File: config.mk
export PLATFORM = sky130hd
export DESIGN_NAME = regfile_wb_arbiter
export DESIGN_NICKNAME = d
export VERILOG_FILES = /design/src/rtl/regfile_wb_arbiter.sv
export SDC_FILE = /design/constraint.sdc
export NUM_CORES = 1
export LEC_CHECK = 0
export CAP_MARGIN = 20
export CORE_ASPECT_RATIO = 0.7
export CORE_MARGIN = 3
export CORE_UTILIZATION = 46
export DETAILED_ROUTE_END_ITERATION = 12
export HOLD_SLACK_MARGIN = 0.06
export PLACE_DENSITY_LB_ADDON = 0.2
export RECOVER_POWER = 25
export SYNTH_ARGS = -nofsm -noshare
export SYNTH_HDL_FRONTEND = slang
export SYNTH_SLANG_ARGS = --single-unit
File: constraint.sdc
create_clock -name clk -period 7.2 [get_ports clk]
set_input_delay 1.44 -clock clk [delete_from_list [all_inputs] [get_ports clk]]
set_output_delay 1.44 -clock clk [all_outputs]
set_load 0.02 [all_outputs]
File: src/rtl/regfile_wb_arbiter.sv
// Round-robin write-back arbiter for three result producers feeding one register-file write port,
// with a per-register scoreboard of pending writes.
module regfile_wb_arbiter #(
    parameter int DATA_W = 16,
    parameter int ADDR_W = 4,
    parameter int NREQ   = 3
) (
    input  logic                     clk,
    input  logic                     rst,
    input  logic [NREQ-1:0]          req_valid,
    input  logic [NREQ*ADDR_W-1:0]   req_addr,
    input  logic [NREQ*DATA_W-1:0]   req_data,
    output logic [NREQ-1:0]          req_ready,
    input  logic                     stall,
    input  logic                     rsv_valid,
    input  logic [ADDR_W-1:0]        rsv_addr,
    output logic                     regWrite,
    output logic [ADDR_W-1:0]        A3,
    output logic [DATA_W-1:0]        WD3,
    output logic [(1<<ADDR_W)-1:0]   busy,
    output logic                     rsv_err
);

    localparam int IDX_W = (NREQ > 1) ? $clog2(NREQ) : 1;
    localparam int NREG  = 1 << ADDR_W;

    logic [IDX_W-1:0]  lastGrant_q;
    logic [IDX_W-1:0]  grantIdx;
    logic [IDX_W:0]    candSum;
    logic [IDX_W-1:0]  cand;
    logic              xfer;
    logic [ADDR_W-1:0] selAddr;
    logic [DATA_W-1:0] selData;

    logic              regWrite_q;
    logic [ADDR_W-1:0] a3_q;
    logic [DATA_W-1:0] wd3_q;
    logic [NREG-1:0]   busy_q, busy_d;
    logic              rsvErr_q, rsvErr_d;

    // Search starts one past the last winner and wraps, so the first valid requester found wins.
    always_comb begin
        req_ready = '0;
        grantIdx  = lastGrant_q;
        xfer      = 1'b0;
        candSum   = '0;
        cand      = '0;
        if (rst && !stall) begin
            for (int k = 1; k <= NREQ; k++) begin
                candSum = {1'b0, lastGrant_q} + (IDX_W+1)'(k);
                if (candSum >= (IDX_W+1)'(NREQ)) begin
                    candSum = candSum - (IDX_W+1)'(NREQ);
                end
                cand = candSum[IDX_W-1:0];
                if (!xfer && req_valid[cand]) begin
                    req_ready[cand] = 1'b1;
                    grantIdx        = cand;
                    xfer            = 1'b1;
                end
            end
        end
    end

    always_comb begin
        selAddr = '0;
        selData = '0;
        for (int i = 0; i < NREQ; i++) begin
            if (req_ready[i]) begin
                selAddr = req_addr[i*ADDR_W +: ADDR_W];
                selData = req_data[i*DATA_W +: DATA_W];
            end
        end
    end

    // A write that retires the very register being re-reserved frees it first, so that reservation is legal.
    always_comb begin
        busy_d   = busy_q;
        rsvErr_d = 1'b0;
        if (xfer) begin
            busy_d[selAddr] = 1'b0;
        end
        if (rsv_valid) begin
            if (busy_q[rsv_addr] && !(xfer && (selAddr == rsv_addr))) begin
                rsvErr_d = 1'b1;
            end else begin
                busy_d[rsv_addr] = 1'b1;
            end
        end
    end

    always_ff @(posedge clk) begin
        if (!rst) begin
            regWrite_q  <= 1'b0;
            a3_q        <= '0;
            wd3_q       <= '0;
            busy_q      <= '0;
            rsvErr_q    <= 1'b0;
            lastGrant_q <= IDX_W'(NREQ - 1);
        end else begin
            regWrite_q <= xfer;
            busy_q     <= busy_d;
            rsvErr_q   <= rsvErr_d;
            if (xfer) begin
                a3_q        <= selAddr;
                wd3_q       <= selData;
                lastGrant_q <= grantIdx;
            end
        end
    end

    assign regWrite = regWrite_q;
    assign A3       = a3_q;
    assign WD3      = wd3_q;
    assign busy     = busy_q;
    assign rsv_err  = rsvErr_q;

endmodule
# Word level (Yosys, flattened, before mapping)
# Index checks and enable logic that the tools add are counted.
dict set report totals {
  regBits 40
  wordCells 97
}
dict set report classes {
  n_addsub 6
  magnitude_cmp 13
  eq_ne 1
  mux 49
  n_bitwise 5
  n_reduce_logical 17
}
# op n
set op_table {}
lappend op_table {{two-way mux 16 bit} 6}
lappend op_table {{two-way mux 2 bit} 9}
lappend op_table {{two-way mux 3 bit} 6}
lappend op_table {{AND 16 bit} 1}
lappend op_table {{two-way mux 1 bit} 16}
lappend op_table {{NOT 16 bit} 1}
lappend op_table {{OR 16 bit} 1}
lappend op_table {{two-way mux 4 bit} 3}
lappend op_table {{logical AND 1 bit} 10}
lappend op_table {{< comparator 4 x 5 -> 1 bit, second input constant} 2}
lappend op_table {{greater-or-equal comparator 3 x 2 -> 1 bit, second input constant} 3}
lappend op_table {{< comparator 2 x 3 -> 1 bit, second input constant} 3}
lappend op_table {{demux 1 bit (select 4 bit)} 2}
lappend op_table {{greater-or-equal comparator 4 x 1 -> 1 bit, second input constant} 2}
lappend op_table {{adder 2 x 2 -> 3 bit, second input constant} 2}
lappend op_table {{binary-select mux 1 bit (select 2 bit)} 3}
lappend op_table {{demux 1 bit (select 2 bit)} 3}
lappend op_table {{greater-or-equal comparator 2 x 1 -> 1 bit, second input constant} 3}
lappend op_table {{OR 3 bit} 2}
lappend op_table {{subtractor 2 bit, second input constant} 3}
lappend op_table {{binary-select mux 1 bit (select 4 bit)} 1}
lappend op_table {{== test 4 bit} 1}
lappend op_table {{zero test 1 bit} 4}
lappend op_table {{adder 2 x 1 -> 3 bit, second input constant} 1}
lappend op_table {{other kinds (3)} 3}

# Logic depth before layout (Yosys ltp)
# Gate-level depths: netlist of the first run.
dict set report depth {
  ltp_word 29
  depth_mapped 16
  depth_no_buf 11
}

# Least setup slack after synthesis of the first run
# No wires, ideal clock.
dict set report synth_timing {
  path_type {input-to-output}
  startpoint {input req_valid[2]}
  endpoint {output req_ready[2]}
  arrival_time_ns 3.356
  slack_ns 2.404
  stages 8
  path_buffers 3
  path_cell_list {mux2_4 > a222oi_1 > a31oi_1 > nand2b_1 > buf_6 > clkbuf_1 > clkinv_1 > buf_1}
}
dict set report synth_via {
  elab_chain_cells 12
  word_cells_on_any_way 22
  classes_between {mux (16); bitwise (2); reduce/logical (4)}
}
# element line_no
set synth_lines {}
lappend synth_lines {{start, declared} 10} ;# input logic [NREQ-1:0] req_valid,
lappend synth_lines {{binary-select mux 1 bit (select 2 bit)} 55} ;# if (!xfer && req_valid[cand]) begin
lappend synth_lines {{two-way mux 1 bit (implied by the code)} 55}
lappend synth_lines {{two-way mux 1 bit} 55}
lappend synth_lines {{two-way mux 1 bit} 48} ;# if (rst && !stall) begin
lappend synth_lines {{zero test 1 bit} 55}
lappend synth_lines {{logical AND 1 bit} 55}
lappend synth_lines {{two-way mux 1 bit} 55}
lappend synth_lines {{two-way mux 1 bit} 48}
lappend synth_lines {{zero test 1 bit} 55}
lappend synth_lines {{logical AND 1 bit} 55}
lappend synth_lines {{two-way mux 3 bit *} 55}
lappend synth_lines {{two-way mux 3 bit *} 48}
lappend synth_lines {{end, declared} 13} ;# output logic [NREQ-1:0] req_ready,
# Mark *: on every way between the ends. The rest lies on a longest branch, timed or not. The select of a mux whose other input is x is not followed.

# Final worst setup path of the first run
# Same ends and word-level chain as after synthesis.

==> run summary, run 1 <==
The floorplan die width is 95.82 um. The maximum VDD drop is 0.1525 mV. The routed wire length is 8.292 mm.

Once placement completed, the tool counted placed cells totaling between 400 and 500. Each instance of the synthesized netlist takes up on average just over 8 um^2. The total of warnings raised by yosys came out at 0. The fraction of synthesized cell area taken by the top area cell type came out at between 30% and 40%.

The clock buffer count from CTS is 5. Data on the critical path arrives at its endpoint at ~4.5 ns. The core footprint is roughly 5300 um^2. The critical path runs through a total of 8 cells. The final estimated routing congestion in global placement came out at approximately 0.91. The required arrival time at the worst endpoint is between 5 and 6 ns. The kind of cell with the highest combined delay on the critical path is buffers and inverters. Compared with the post-synthesis result, the final layout area differs by 47.30%. The most frequent cell on the critical path is clkdlybuf4s50_1.

In this run the tightest slew margin relative to its limit is 37.14%. In this run the deepest clock path goes through 2 buffers. The final max-slew violation count came to 0.

The worst hold path begins at WD3[6]. The leakage power total came out at between 1 and 1.5 nW. The final non-filler cell total came out at approximately 500.

Global routing consumed, over all layers together, 24.36% of the routing resources. The worst hold path belongs to the class reg -> reg. The post-route cell area is approximately 3800 um^2. The largest net degree at the start of global routing is 28. For this block, the initial DRC count from the detailed router was 279.

For this design, the CTS-stage hold fixing added 0 buffers. On the final layout, the worst hold slack is 0.4465 ns. Measured on the finished design, the core utilization comes to between 70% and 80%. The slack of the critical path came out at 1.224 ns. The most critical setup path has its startpoint at req_valid[2]. The post-place setup slack is around 1.3 ns.

The maximum clock rate is about 170 MHz. The synthesized instance count came out at between 300 and 400. The commonest cells after synthesis are dfxtp_1 (40), nand2_1 (31), nor2_1 (31).

The deepest level of the CTS H-tree is 2. The library cell contributing the largest single delay on the critical path is clkdlybuf4s50_1. The tool flagged a number of max-cap violations equal to 0.

The largest area contributor in the netlist is dfxtp_1. The number of top-level pins came out at around 110. The count of nets left with antenna violations after detail routing is 0. The port buffer count is 111. The initial antenna violation count came out at 0. The final number of hold-violating endpoints came out at 0. The sum of net half-perimeters after detailed placement is slightly above 6 mm. The sort of element at the end of the critical path is a primary output. The slew at the pin closest to its max-slew limit came out at 0.9394 ns. The design draws between 700 and 800 uW. The worst-case reg-to-reg path depth is 12. The worst path needs ~6 ns of the cycle, external delays included. The via count of the routed design is between 2,000 and 3,000. Of the synthesized area, sequential elements account for a little under a third.

The final-report setup violation count came out at 0. Traced cell by cell, the critical path runs through clkdlybuf4s50_1 -> mux2_4 -> a222oi_1 -> a31oi_1 -> nand2b_1 -> buf_4 -> clkinv_1 -> clkdlybuf4s50_1. The starting utilization of the core area came out at 48.64%. The final layout contains 501 nets. The mapped netlist covers about 2600 um^2. Setup repair after global routing left no endpoint under its margin. The number of antenna cells inserted came out at 0.

The buffering stage count on the worst path with inverters included came out at 4. Sorting the synthesized cells by area gives the leading types as dfxtp_1 (31%), a221o_1 (6.2%), a21oi_1 (4.6%). The areal power density over the cells is approximately 210 nW/um^2.

TritonCTS built the clock tree. For this run, asynchronously set or reset flops after synthesis account for 0%. The height of the die came out at 68.87 um.

In the final routed layout, each cell accounts on average for 16.68 um. The final critical path takes up approximately 83% of the cycle. The final sum of negative setup slack is 0 ns. The first TritonRoute pass finished after 6 iterations. For this run, the slowest stage of the critical path takes between 0.6 and 0.7 ns. Among all flip-flop cells after synthesis, the most frequent one is dfxtp_1. The share of cells above drive strength 1 is under 10%. The area of the die came out at roughly 6600 um^2. The worst setup skew after layout is a little under 0.004 ns.

The wire length of the first global-routing pass came out at between 10 and 15 mm. The cell area reported after detailed placement is 3720 um^2. The clock latency reported for the late side of the worst-skew pair is about 0.3 ns. Counting every sink on the clock net gives 40.

The number of global-route vias before repair came out at approximately 2,600. The flow ran to the end, and the final reports show no timing, DRC or antenna violations. The cell depth of the worst min-delay path is 2. The number of nets in the synthesized netlist is around 400.

Clock-pin slew was measured on the worst setup and hold paths at 0.08 ns. The post-CTS setup-driven buffer insertion count came out at 0. The total of cells resized after clock tree synthesis is 0. The biggest fanout along the worst timing path is 26. Counting flops with a built-in enable in the synthesized netlist gives 0.

In this run the core area contains 22 standard-cell rows. The type of the worst setup path is in -> out. The overall overflow remaining after global route came out at 0. In this run, synthesis produced a sequential element count of 40.

STA classifies the critical path startpoint as an input pin. The vias per cell came out at approximately 6. The count of distinct cell types in the synthesized netlist is 55. The tree is rooted in a clkbuf_8. In this run the critical register-to-register path is launched from lastGrant_q[0]. The leading cell type by number of instances after synthesis is dfxtp_1. The remaining design rule violation count is 0.
[cells by family (layout without fill, tap and decap cells)]
family	Yosys count	after routing	share of synthesized area (%)
buffers and inverters	38	142	6.936
adder cells (fa/ha/maj)	6	6	2.890
flip-flops	40	40	30.83
AND/OR/NAND/NOR	112	112	21.29
multiplexers	7	7	4.865
XOR/XNOR	1	1	0.3372
AO/OA/AOI/OAI	117	117	32.85
[report_power, final]
group          internal (mW)  switching [mW]
clock                 0.0676          0.0837
combinational          0.167           0.213
sequential             0.249          0.0144
[routing by layer]
layer  GRT usage (%)  part of all wire [%]
met5               0                     0
met4           5.851                   1.5
met2           37.75                    46
met3           4.121                   8.4
met1           35.27                    44
[cell usage in the layout (no fill, tap or decap), types with 4 or more instances in the layout]
| cell | n |
|---|---|
| a221o_1 | 16 |
| dlygate4sd3_1 | 20 |
| buf_4 | 6 |
| nand2b_1 | 4 |
| clkdlybuf4s50_1 | 91 |
| a32oi_1 | 11 |
| mux4_2 | 4 |
| nand3_1 | 12 |
| o21ai_0 | 23 |
| nand4_1 | 9 |
| o211ai_1 | 5 |
| nand2_1 | 31 |
| nor2_1 | 31 |
| a21oi_1 | 24 |
| o31ai_1 | 14 |
| dfxtp_1 | 40 |
| inv_1 | 15 |
| ha_1 | 6 |
| clkbuf_8 | 5 |
[flip-flops by register name (all words and copies together) (netlist names)]
name         flops
busy            16
lastGrant_q      2
rsv_err          1
WD3             16
regWrite         1
A3               4
[worst min-delay path, cell delays in order (launching register included)]
cell and delay (ns):
dfxtp_1 0.31, nand2_1 0.05, a21oi_1 0.05
[worst paths after layout]
check,endpoint,slack [ns]
worst min-delay path,WD3[6],0.45
worst max register to register,busy[3],2.76
worst min register to register,WD3[6],0.45
worst max-delay path,req_ready[2],1.22
[final cells by class]
| class | count | area [um^2] |
|---|---|---|
| multi-input combinational | 243 | 1620 |
| fill | 448 | 1514 |
| timing repair buffer | 118 | 1167 |
| sequential | 40 | 800.8 |
| tap | 72 | 90.09 |
| clock buffer | 5 | 68.82 |
| inverter | 16 | 60.06 |
| clock inverter | 3 | 18.77 |
Note: power is estimated with default switching activity, not from simulation.
==> run 2: changes to the inputs <==
--- a/config.mk
+++ b/config.mk
@@ -8,7 +8,7 @@
 export CAP_MARGIN = 20
 export CORE_ASPECT_RATIO = 0.7
 export CORE_MARGIN = 3
-export CORE_UTILIZATION = 46
+export CORE_UTILIZATION = 39
 export DETAILED_ROUTE_END_ITERATION = 12
 export HOLD_SLACK_MARGIN = 0.06
 export PLACE_DENSITY_LB_ADDON = 0.2
==> constraint.sdc (replaced) <==
create_clock -name clk -period 5.1 [get_ports clk]
set_input_delay 1.02 -clock clk [delete_from_list [all_inputs] [get_ports clk]]
set_output_delay 1.02 -clock clk [all_outputs]
set_load 0.02 [all_outputs]
==> run 2 against run 1 <==
  * Routed wire length up 3.9%
  * Sequential power up 41%
  * Sequential share of layout area down 0.30 points
  * Non-clock buffer count up 2
  * Flip-flop and latch count unchanged
  * Total power up 48%
  * Final area up 1.4%
  * Critical path type unchanged
  * Clock skew up 0.0022 ns
  * Combinational power up 42%
  * First-iteration DRC count down 34%
==> run summary, run 2 (synthesis results as in run 1) <==
The starting DRC count in detailed routing came out at 183 (-34%). The final-report setup violation count came to 0 (unchanged). Setup repair after global routing left no endpoint under its margin. The sort of element at the end of the critical path is a primary output. The final hold slack came to 0.4485 ns (+0.002014 ns). The vias per cell is 5.678 (-5.5%). The relative slew slack came to 45.56% (+8.4 points). The clock net sink count is 40 (unchanged).

The switching fraction of total power came out at 37.12% (-2.0 points). The TritonCTS clock tree is done. The wire length of the first global-routing pass is 13.49 mm (+6.0%). The deepest level of the CTS H-tree came out at 2 (unchanged).

The internal reg-to-reg setup slack came out at 0.91 ns (-1.85 ns). The leading cell type in the layout, fill and taps excluded is clkdlybuf4s50_1. The max-cap check violation count is 0 (unchanged). From synthesis to final layout, the design area changed by 49.42%. The part of the total power dissipated in sequential elements came to 31.8% (-1.4 points). The final critical path time including I/O delays and setup came out at approximately 4.5 ns.

The most numerous cell type found on the critical path is clkdlybuf4s50_1. The starting utilization of the core area is 41.00% (-7.6 points). The cell depth of the worst min-delay path is 2 (unchanged). The average wire per cell in the routed design is 16.64 um (-0.27%).

The total internal power is 738.1 uW (+53%). The floorplan die width is 103.5 um (+8.1%). In the layout the commonest cells are clkdlybuf4s50_1 (91), dfxtp_1 (40), nand2_1 (31), nor2_1 (31), a21oi_1 (24). The maximum VDD drop came out at 0.1526 mV (about the same).

The final non-filler cell total came to 518 (+4.2%). The total of cells resized after clock tree synthesis was 0 (unchanged). The terminus of the critical flop-to-flop path is busy[13]. The switching power came out at 435.6 uW (+40%).

Walking the worst path, the cells encountered are clkdlybuf4s50_1 -> mux2_4 -> a222oi_1 -> and3_1 -> o21a_2 -> clkdlybuf4s50_1. The remaining design rule violation count came out at 0 (unchanged). The required arrival time at the worst endpoint is 4.08 ns (-1.68 ns). The worst setup path is launched from an input pin. The sum of net half-perimeters after detailed placement is 6.365 mm (+4.4%). The height of the die was 74.28 um (+7.9%). The number of top-level pins came to 112 (unchanged). The core footprint is 6336 um^2 (+19%).

The routed wire length is 8.619 mm (+3.9%). The clock buffer count from CTS is 5 (unchanged). The initial antenna violation count is 0 (unchanged).

The final number of hold-violating endpoints is 0 (unchanged). The reg-to-reg critical path startpoint is lastGrant_q[0]. The type of the tightest min-delay check is reg -> reg.

The cell area reported after detailed placement was 3766 um^2 (+1.2%). On the critical path, the stage with the largest delay is an instance of clkdlybuf4s50_1. The run finished with clean final reports. The worst setup skew after layout came to 0.006158 ns (+0.002207 ns).

The clock latency reported for the late side of the worst-skew pair came to 0.29 ns (about the same). The biggest fanout along the worst timing path was 12 (-54%). The total power after layout came out at 1.174 mW (+48%).

The maximum number of buffers from clock root to sink is 2 (unchanged). The post-CTS setup-driven buffer insertion count is 0 (unchanged). The worst hold path begins at WD3[4]. The count of nets left with antenna violations after detail routing is 0 (unchanged).

The share of cells above drive strength 1 is 7.260% (+0.20 points). The largest net degree at the start of global routing is 26 (-7.1%). The clock network power share is 22.2% (+3.2 points). The final estimated routing congestion in global placement came out at 0.9003 (-0.76%). The leakage power total came out at 1.459 nW (+1.1%). The path with the worst hold slack has its endpoint at WD3[4]. The number of placed instances with taps included came out at 509 (+4.5%).

The areal power density over the cells is 302.4 nW/um^2 (+46%). The final max-slew violation count is 0 (unchanged). The number of placement rows is 24 (+9.1%). The largest stage delay on the critical path came out at 0.69 ns (+0.02 ns). The global-route usage over all layers was 21.32% (-3.0 points). The port buffer count is 111 (unchanged). The area of the die is 7691 um^2 (+17%). The final sum of negative setup slack came to 0 ns (unchanged). The maximum clock rate came out at around 220 MHz.

The number of nets in the layout is 503 (+0.40%). The number of global-route vias before repair is 2,634 (+1.4%). The number of antenna cells inserted is 0 (unchanged). The overall overflow remaining after global route came to 0 (unchanged). The slew at the pin closest to its max-slew limit is 0.8136 ns (-0.1259 ns). The cell at the root of the clock tree is clkbuf_8. The count of hold buffers inserted by post-cts repair is 0 (unchanged). The first-pass iteration count of the detailed router was 5 (-1). The worst-case reg-to-reg path depth is 13 (+1). The worst setup path is of the in -> out kind. The signal arrival time at the worst endpoint is 3.52 ns (-1.02 ns). The via count of the routed design is 2,941 (-1.5%). The post-route cell area came out at 3881 um^2 (+1.4%).

The period utilization came out at 89.10%. The clock slew at the register clock pins of the worst setup and hold paths came out at 0.08 ns (about the same). The combinational fraction of design power came out at 46.0% (-1.8 points).
==> run 2: cell types whose count changed in the layout (fill, tap and decap cells not counted), sizes merged <==
cell    before  now
clkinv       4    2
buf          7    9
clkbuf       5    6
bufinv       0    1
==> run 2: worst max-delay path by stage <==
| stage | start | endpoint | slack (ns) | cells past startpoint |
|---|---|---|---|---|
| after floorplan | req_valid[2] | req_ready[2] | 1.14 | 8 |
| after global placement | req_valid[2] | req_ready[1] | 0.57 | 6 |
| after detailed placement | req_valid[2] | busy[4] | 0.50 | 12 |
| after CTS | req_valid[2] | req_ready[1] | 0.56 | 6 |
| after global routing | req_valid[2] | req_ready[1] | 0.46 | 6 |
| final | req_valid[2] | req_ready[1] | 0.56 | 6 |
==> run 2: final cells by class <==
class                           count  area (um^2)
Timing Repair Buffer              120         1179
Tap cell                           91        113.9
Inverter                           16        60.06
Clock buffer                        6        72.57
Sequential cell                    40        800.8
Fill cell                         584         2455
Clock inverter                      2        35.03
Multi-Input combinational cell    243         1620
==> run 2: worst max-delay path: cells and delay by family <==
kind | cells | cell delay [ns]
buffers and inverters | 2 | 1.22
multiplexers | 1 | 0.33
AND/OR/NAND/NOR | 1 | 0.30
AO/OA/AOI/OAI | 2 | 0.66
==> run 2: power by group through the flow <==
stage	logic [mW]	registers [mW]	clock network, mW
after floorplan	0.300	0.424	0
after global placement	0.538	0.380	0
after detailed placement	0.542	0.381	0
after CTS	0.545	0.374	0.265
after global routing	0.585	0.379	0.279
final	0.540	0.373	0.260
==> run 2: layer usage <==
layer  up-vias  GRT usage, %  part of all wire, %  routed length (um)
li1       1437             -                    -                   -
met1      1350         32.01                   48                4129
met2       152         31.09                   42                3655
met3         2         6.158                  9.5                 815
met4         0         2.655                 0.22                  19
met5         -             0                    0                   0
==> run 2: per-stage QoR <==
step,util [%],setup WS [ns]
final,61.26,0.5559
after global routing,61.26,0.4588
after CTS,61.14,0.5552
after detailed placement,59.44,0.4998
after global placement,59.44,0.5728
after floorplan,-,1.144
==> run 3: changes to the inputs <==
--- a/config.mk
+++ b/config.mk
@@ -7,10 +7,10 @@
 export LEC_CHECK = 0
 export CAP_MARGIN = 20
 export CORE_ASPECT_RATIO = 0.7
-export CORE_MARGIN = 3
 export CORE_UTILIZATION = 39
 export DETAILED_ROUTE_END_ITERATION = 12
 export HOLD_SLACK_MARGIN = 0.06
+export MAX_ROUTING_LAYER = met4
 export PLACE_DENSITY_LB_ADDON = 0.2
 export RECOVER_POWER = 25
 export SYNTH_ARGS = -nofsm -noshare
==> run 3 against run 2 <==
  * Maximum frequency fell by 1.7%
  * Via count rose by 1.9%
  * Utilization fell by 0.12 points
  * Non-clock buffer count fell by 1
  * Total power fell by 0.31%
  * Die area fell by 9.0%
  * Flip-flop and latch count did not move
  * Global-route usage rose by 4.3 points
  * Register-to-register slack got worse by 0.17 ns
  * Cell count fell by 0.19%
  * Critical endpoint unchanged
  * Highest routed layer unchanged
==> run summary, run 3 (synthesis results as in run 1) <==
The total internal power is 734.0 uW (-0.55%). In this run the worst hold path is classified as reg -> reg. The post-place setup slack is 0.4371 ns (-0.06267 ns). The core footprint came out at 6336 um^2 (unchanged). The final number of hold-violating endpoints came out at 0 (unchanged). The areal power density over the cells came to 302.0 nW/um^2 (-0.12%). The share of cells above drive strength 1 is 7.042% (-0.22 points). In the layout the commonest cells are clkdlybuf4s50_1 (91), dfxtp_1 (40), nand2_1 (31), nor2_1 (31), a21oi_1 (24). The switching power was 436.0 uW (about the same). The number of placed instances with taps included is 509 (unchanged). The final critical path time including I/O delays and setup was 4.623 ns (+0.07839 ns).

The number of nets in the layout came to 502 (-0.20%). The average wire per cell in the routed design came out at 16.80 um (+0.96%). The starting DRC count in detailed routing was 233 (+27%). The final non-filler cell total came out at 517 (-0.19%). The sum of net half-perimeters after detailed placement came out at 6.290 mm (-1.2%). In this run the clock root is driven by a clkbuf_8. The starting utilization of the core area came out at 41.00% (unchanged). The clock buffer count from CTS came out at 5 (unchanged). The max-cap check violation count came out at 0 (unchanged).

The relative slew slack is 29.89% (-16 points). The area of the die is 6996 um^2 (-9.0%). The count of hold buffers inserted by post-cts repair is 0 (unchanged). The worst setup path is captured at a primary output. The final-report setup violation count came to 0 (unchanged). The deepest level of the CTS H-tree is 2 (unchanged). The internal reg-to-reg setup slack came out at 0.74 ns (-0.17 ns). The maximum VDD drop is 0.1245 mV (-18%). The maximum clock rate was 216.3 MHz (-1.7%).

The total of cells resized after clock tree synthesis came out at 0 (unchanged). The cell depth of the worst min-delay path is 2 (unchanged). The wire length of the first global-routing pass came out at 13.83 mm (+2.5%). The initial antenna violation count was 0 (unchanged).

The slack of the critical path was 0.4775 ns (-0.07839 ns). The clock slew at the register clock pins of the worst setup and hold paths was 0.08 ns (about the same). The final max-slew violation count came out at 0 (unchanged). The number of global-route vias before repair came to 2,756 (+4.6%). The vias per cell is 5.799 (+2.1%). The final sum of negative setup slack came out at 0 ns (unchanged). The flow ran to the end, and the final reports show no timing, DRC or antenna violations.

The routed wire length came out at 8.685 mm (+0.77%). The first-pass iteration count of the detailed router came out at 5 (unchanged). The floorplan die width came out at 99.54 um (-3.9%). From synthesis to final layout, the design area changed by 49.13%. The required arrival time at the worst endpoint is 4.08 ns (about the same). The switching fraction of total power is 37.27% (+0.15 points). The number of placement rows was 24 (unchanged). The total power after layout is 1.170 mW (-0.31%). The final estimated routing congestion in global placement is 0.8961 (-0.47%). The number of top-level pins came out at 112 (unchanged). The clock latency reported for the late side of the worst-skew pair was 0.30 ns (about the same). The via count of the routed design came to 2,998 (+1.9%). The overall overflow remaining after global route is 0 (unchanged). The clock net sink count came to 40 (unchanged). The largest net degree at the start of global routing came out at 26 (unchanged). The maximum number of buffers from clock root to sink is 2 (unchanged). The TritonCTS clock tree is done.

The clock network power share was 22.4% (+0.2 points). The worst-case reg-to-reg path depth is 12 (-1). The type of the worst setup path is in -> out. The remaining design rule violation count came out at 0 (unchanged). Setup repair after global routing left no endpoint under its margin. The number of antenna cells inserted came out at 0 (unchanged).

The library cell used most frequently in the layout, excluding fill and tap cells, is clkdlybuf4s50_1. The period utilization is 90.64% (+1.5 points). STA classifies the critical path startpoint as an input pin.

The slew at the pin closest to its max-slew limit came out at 1.048 ns (+0.2342 ns). The combinational fraction of design power is 45.7% (-0.3 points). The part of the total power dissipated in sequential elements is 31.9% (about the same). The post-CTS setup-driven buffer insertion count came out at 0 (unchanged).

The signal arrival time at the worst endpoint is 3.60 ns (+0.08 ns). The port buffer count was 111 (unchanged). The leakage power total is 1.453 nW (-0.41%). The global-route usage over all layers is 25.62% (+4.3 points).

The count of nets left with antenna violations after detail routing is 0 (unchanged). The worst setup skew after layout came to 0.005159 ns (-0.0009994 ns). The height of the die is 70.28 um (-5.4%).

The biggest fanout along the worst timing path came out at 8 (-4).
## run 3: area by class of cell
cell class,count,area [um^2]
Clock inverter,2,35.03
Sequential cell,40,800.8
Fill cell,564,2462
Inverter,16,60.06
Clock buffer,6,72.57
Tap cell,91,113.9
Multi-Input combinational cell,243,1620
Timing Repair Buffer,119,1171
## run 3: worst max-delay path, cell delays in order
cell             delay [ns]
clkdlybuf4s50_1        0.53
mux2_4                 0.33
a222oi_1               0.59
and3_1                 0.34
o21a_2                 0.16
clkdlybuf4s50_1        0.62
## run 3: power by group through the flow
stage	Clock, mW	Combinational, mW	Sequential [mW]
2_1_floorplan	0	0.300	0.424
4_1_cts	0.267	0.541	0.374
3_3_place_gp	0	0.535	0.381
3_5_place_dp	0	0.537	0.381
6_report	0.262	0.535	0.373
5_1_grt	0.282	0.581	0.378
## run 3: path summary, 6_finish.rpt
check	from	to
max	req_valid[2]	req_ready[1]
min	WD3[7]	WD3[7]
max reg2reg	lastGrant_q[0]	busy[4]
min reg2reg	WD3[7]	WD3[7]
## run 3: routing by layer
layer	track usage, %	share of wire, %	vias to the layer above
li1	-	-	1440
met1	37.62	47	1393
met2	35.49	42	149
met3	4.905	8.9	16
met4	6.536	1.2	0
met5	-	0	-
## run 3: stage by stage
step / cell area (um^2) / hold WS (ns) / util (%)
detailed placement: 3766 / 0.4449 / 59.44
finish: 3874 / 0.4481 / 61.14
CTS: 3874 / 0.4551 / 61.14
global placement: 3766 / 0.4380 / 59.44
global route: 3874 / 0.4724 / 61.14
floorplan: 2597 / 0.5061 / -
